`config.mk`:
```
export PLATFORM = sky130hd
export DESIGN_NAME = serial_bit_feeder
export DESIGN_NICKNAME = d
export VERILOG_FILES = /design/src/rtl/serial_bit_feeder.sv
export SDC_FILE = /design/constraint.sdc
export NUM_CORES = 1
export LEC_CHECK = 0
export CAP_MARGIN = 20
export CORE_MARGIN = 10
export CORE_UTILIZATION = 50
export CTS_BUF_LIST = sky130_fd_sc_hd__clkbuf_8
export DETAILED_ROUTE_END_ITERATION = 16
export PLACE_DENSITY = 0.74
export RECOVER_POWER = 100
export SYNTH_ARGS = -nofsm -noshare
export SYNTH_HDL_FRONTEND = slang
export SYNTH_SLANG_ARGS = --single-unit
```
`constraint.sdc`:
```
create_clock -name clk -period 1.9 [get_ports clk]
set_clock_uncertainty 0.05 [all_clocks]
set_input_delay 0.285 -clock clk [delete_from_list [all_inputs] [get_ports clk]]
set_output_delay 0.285 -clock clk [all_outputs]
set_load 0.05 [all_outputs]
```
`src/rtl/serial_bit_feeder.sv`:
```
// serial_bit_feeder: parallel-to-serial word feeder for the serial sequence detectors.
// Latency: first bit of a word accepted from idle appears on w one cycle after the accept edge.
// Backpressure: din_ready drops while the one-word hold buffer is full and rises after it reloads.
module serial_bit_feeder #(
  parameter int WIDTH     = 8,
  parameter bit MSB_FIRST = 1'b1
) (
  input  logic             clk,
  input  logic             rst,
  input  logic [WIDTH-1:0] din,
  input  logic             din_valid,
  output logic             din_ready,
  output logic             w,
  output logic             w_valid,
  output logic             frame_done,
  output logic             busy
);

  localparam int CW = $clog2(WIDTH);
  localparam logic [CW-1:0] LAST_CNT = CW'(WIDTH - 1);

  typedef enum logic {
    IDLE  = 1'b0,
    SHIFT = 1'b1
  } state_t;

  state_t           state, state_nxt;
  logic [WIDTH-1:0] sh, sh_nxt;
  logic [WIDTH-1:0] hbuf, hbuf_nxt;
  logic             hvalid, hvalid_nxt;
  logic [CW-1:0]    cnt, cnt_nxt;

  logic             accept;
  logic             last_bit;
  logic [WIDTH-1:0] sh_shifted;

  // Ready depends only on registered state (and reset), never on din_valid.
  assign din_ready = !rst && !hvalid;
  assign accept    = din_valid && din_ready;
  assign last_bit  = (state == SHIFT) && (cnt == LAST_CNT);

  // Move the shifter one position toward the output end, zero filling behind.
  assign sh_shifted = MSB_FIRST ? {sh[WIDTH-2:0], 1'b0} : {1'b0, sh[WIDTH-1:1]};

  // State register and datapath storage; reset discards in-flight and buffered words.
  always_ff @(posedge clk) begin
    if (rst) begin
      state  <= IDLE;
      sh     <= '0;
      cnt    <= '0;
      hbuf   <= '0;
      hvalid <= 1'b0;
    end else begin
      state  <= state_nxt;
      sh     <= sh_nxt;
      cnt    <= cnt_nxt;
      hbuf   <= hbuf_nxt;
      hvalid <= hvalid_nxt;
    end
  end

  // Next-state logic: load, shift, reload from buffer, bypass, or return to idle.
  always_comb begin
    state_nxt  = state;
    sh_nxt     = sh;
    cnt_nxt    = cnt;
    hbuf_nxt   = hbuf;
    hvalid_nxt = hvalid;
    case (state)
      IDLE: begin
        if (accept) begin
          sh_nxt    = din;
          cnt_nxt   = '0;
          state_nxt = SHIFT;
        end
      end
      SHIFT: begin
        if (last_bit) begin
          // Buffered word has priority; while it is held din_ready is low, so
          // an accept can never coincide with the reload.
          if (hvalid) begin
            sh_nxt     = hbuf;
            hvalid_nxt = 1'b0;
            cnt_nxt    = '0;
          end else if (accept) begin
            // Bypass straight into the shifter so the buffer is never touched.
            sh_nxt  = din;
            cnt_nxt = '0;
          end else begin
            state_nxt = IDLE;
            sh_nxt    = '0;
            cnt_nxt   = '0;
          end
        end else begin
          sh_nxt  = sh_shifted;
          cnt_nxt = cnt + CW'(1);
          if (accept) begin
            hbuf_nxt   = din;
            hvalid_nxt = 1'b1;
          end
        end
      end
      default: begin
        state_nxt = IDLE;
      end
    endcase
  end

  // Output decode: w is forced low while idle so the detector sits in reset.
  always_comb begin
    w_valid    = (state == SHIFT);
    w          = 1'b0;
    if (w_valid) begin
      w = MSB_FIRST ? sh[WIDTH-1] : sh[0];
    end
    frame_done = last_bit;
    busy       = (state == SHIFT) || hvalid;
  end

endmodule

```
==> results.cfg <==
[routing]
detailed_route_iter0_violations = 26
wl_per_cell_um = 15.2
via_count = 1059
drt-pass1-iter-count = 4
final_antenna_net_count = 0
drt-vias-per-instance = 5.92
wirelength_mm = 2.73
drt_drc_violations_left = 0

[pwr]
power.density_mw_per_mm2 = 705
vdd_ir_drop_max_mv = 0.627
leakage_power_nw = 0.511

[worst_setup_path]
critical_path_arrival_ns = 1.46
crit_start = cnt[0]
timing_worst_setup_path_type = reg2out
timing.critical_path.to_type = output port
crit_path_launch_type = register
worst_r2r_path_depth = 3
critical_path_required_ns = 1.56
crit-reg2reg-capture = sh[5]
reg2reg_slack_ns = 0.29
rr_startpoint = hvalid
worstSetupEndpoint = frame_done
worstPathMaxFanout = 10

[cells_and_area]
nFillCells = 201
post-route-cell-area_mm2 = 0.00143
areaGrowthSynthToFinish_pct = 21.6
finished_layout_cells = 179
fraction_of_final_layout_cells_sized_beyond_drive_strength_1_pct = 16.6
insertedDiodeCount = 0
area.sequential_um2 = 420
final_cell_mix = sky130_fd_sc_hd__dfxtp_1 (21), sky130_fd_sc_hd__o21ai_0 (14), sky130_fd_sc_hd__nand3_1 (10), sky130_fd_sc_hd__a21oi_1 (10)
nets = 165
layout.cells.most_common = sky130_fd_sc_hd__dfxtp_1
multiInputGateArea_um2 = 674

[sta]
final_hold_viol_count = 0
final_cycle_utilization_of_the_critical_path_pct = 94.5
setup_total_negative_slack_ns = 0
worst-slew-pin-transition_ns = 0.388
max-slew-margin-rel_pct = 74.1
hold-worst-slack_ns = 0.427
fmax_mhz = 557
timing.final.setup_violations = 0
rsz0062_at_grt = false
drv_slew = 0
finalCriticalPeriod_ns = 1.80

[placed_design]
dpl-instance-area_mm2 = 0.00140
place_congestion = 0.803
port-buffer-count = 15
placed_cells_incl_taps = 175
hpwlAfterDp_mm = 1.92

[cts]
ctsRootBufferMaster = sky130_fd_sc_hd__clkbuf_8
cts.repair_timing.setup_buffer_count = 0
h-tree-depth = 1
tritoncts = done
clk-insertion-delay-late_ns = 0.27
ctsLongestPathBuffers = 2
clkSinkCount = 21
cts_made_buffers = 3
worst_setup_hold_path_clk_slew_ns = 0.08
cts_hold_repair.buffers = 0
postCtsResizedCells = 1

[job]
max-cap-violations = 0

[logic_synthesis]
postSynthAreaPerCell_um2 = 8.52
syn-cell-area_mm2 = 0.00118
synth_warnings = 0
synth_sequential_area_ratio_pct = 35.7
yosysUniqueCellTypes = 28
netlist_instances = 138
syn-num-nets = 151
flop_and_latch_count_out_of_synthesis = 21

[floorplanning]
floorplan.core_area_mm2 = 0.00223
io_pins = 16
fp.dieH_um = 68.5
die_x_um = 68.5
die_area_mm2 = 0.00469
fp-row-count = 17
initial_core_util_pct = 52.7

[global_routing]
grt_first_pass_wirelength_mm = 4.51
global_route.usage.total_pct = 12.6
via_count_of_the_first_global_routing_pass = 937
pin_count_of_the_biggest_net_entering_global_routing = 32
number_of_antenna_violations_at_the_first_check_in_global_routing = 0
grt.overflow.total = 0

[hold_path]
min-delay-path-class = reg2reg

[status]
run_status = completed
==> worst min-delay path by stage <==
stage | startpoint | end | slack, ns | cells past startpoint
floorplan | din[0] | hbuf[0] | 0.38 | 2
global placement | hbuf[3] | hbuf[3] | 0.41 | 2
detailed placement | hbuf[6] | hbuf[6] | 0.41 | 2
CTS | hbuf[6] | hbuf[6] | 0.42 | 2
global route | hbuf[1] | hbuf[1] | 0.46 | 2
finish | hbuf[6] | hbuf[6] | 0.43 | 2
==> flip-flops by register name, summed over array words and instances (netlist names) <==
register	flops
sh	8
w_valid	1
cnt	3
hbuf	8
hvalid	1
==> metrics by stage <==
step                      total power [W]  setup WS (ns)  utilization, %
after floorplan                  0.000637         0.0264               -
after global placement           0.000720          0.143            62.9
after detailed placement         0.000726         0.0975            62.9
after CTS                         0.00102         0.0966            64.9
after global routing              0.00105         0.0463            64.0
final                             0.00101          0.104            64.0
==> layout make-up <==
type                            count  share of cell area (%)
Clock inverter                      1                   0.262
Timing Repair Buffer               22                    17.3
Tap cell                           28                    2.45
Inverter                            2                   0.525
Multi-Input combinational cell    102                    47.2
Sequential cell                    21                    29.4
Clock buffer                        3                    2.89
==> logic make-up after synthesis <==
family / after synthesis / share of synthesized area [%]
compound gates: 45 / 23.0
fa+ha+maj: 2 / 2.13
buf+inv: 15 / 6.81
flops: 21 / 35.7
simple gates: 55 / 32.3
==> synth_stat cells, drive strengths merged <==
| cell | n | share of area, % |
|---|---|---|
| nand2b | 2 | 1.1 |
| nand3 | 10 | 4.3 |
| and4bb | 7 | 7.4 |
| or3b | 1 | 0.96 |
| a32oi | 2 | 1.5 |
| clkbuf | 5 | 1.7 |
| or2 | 1 | 0.53 |
| and2 | 10 | 5.3 |
| buf | 8 | 4.5 |
| nand2 | 1 | 0.32 |
| a21oi | 10 | 4.3 |
| dfxtp | 21 | 36 |
| nor3 | 8 | 3.8 |
| o21ai | 17 | 7.2 |
| a31oi | 9 | 4.8 |
| inv | 2 | 0.64 |
| nor3b | 2 | 2.2 |
| nor2 | 4 | 1.3 |
| ha | 2 | 2.1 |
| nor2b | 8 | 4.3 |
| a311oi | 7 | 5.2 |
| nor4bb | 1 | 0.85 |
==> layer usage <==
metal / GRT usage [%] / vias to the layer above / part of all wire (%)
met5: 0 / - / 0
met4: 6.78 / 0 / 2.0
met2: 19.8 / 16 / 46
met1: 15.5 / 495 / 47
met3: 3.22 / 5 / 4.1
li1: - / 543 / -
==> worst max-delay path: stages, from the launching register on <==
cell and delay (ns):
sky130_fd_sc_hd__dfxtp_1 0.36, sky130_fd_sc_hd__ha_1 0.16, sky130_fd_sc_hd__ha_1 0.20, sky130_fd_sc_hd__and2_2 0.30, sky130_fd_sc_hd__buf_12 0.17
==> report_power, final <==
part | leakage (nW) | switching, W | internal, W
clock | 0.0269 | 0.000156 | 0.000145
combinational | 0.312 | 0.000120 | 0.000103
sequential | 0.172 | 0.0000169 | 0.000467
No activity file was read; power rests on OpenSTA's default activity.
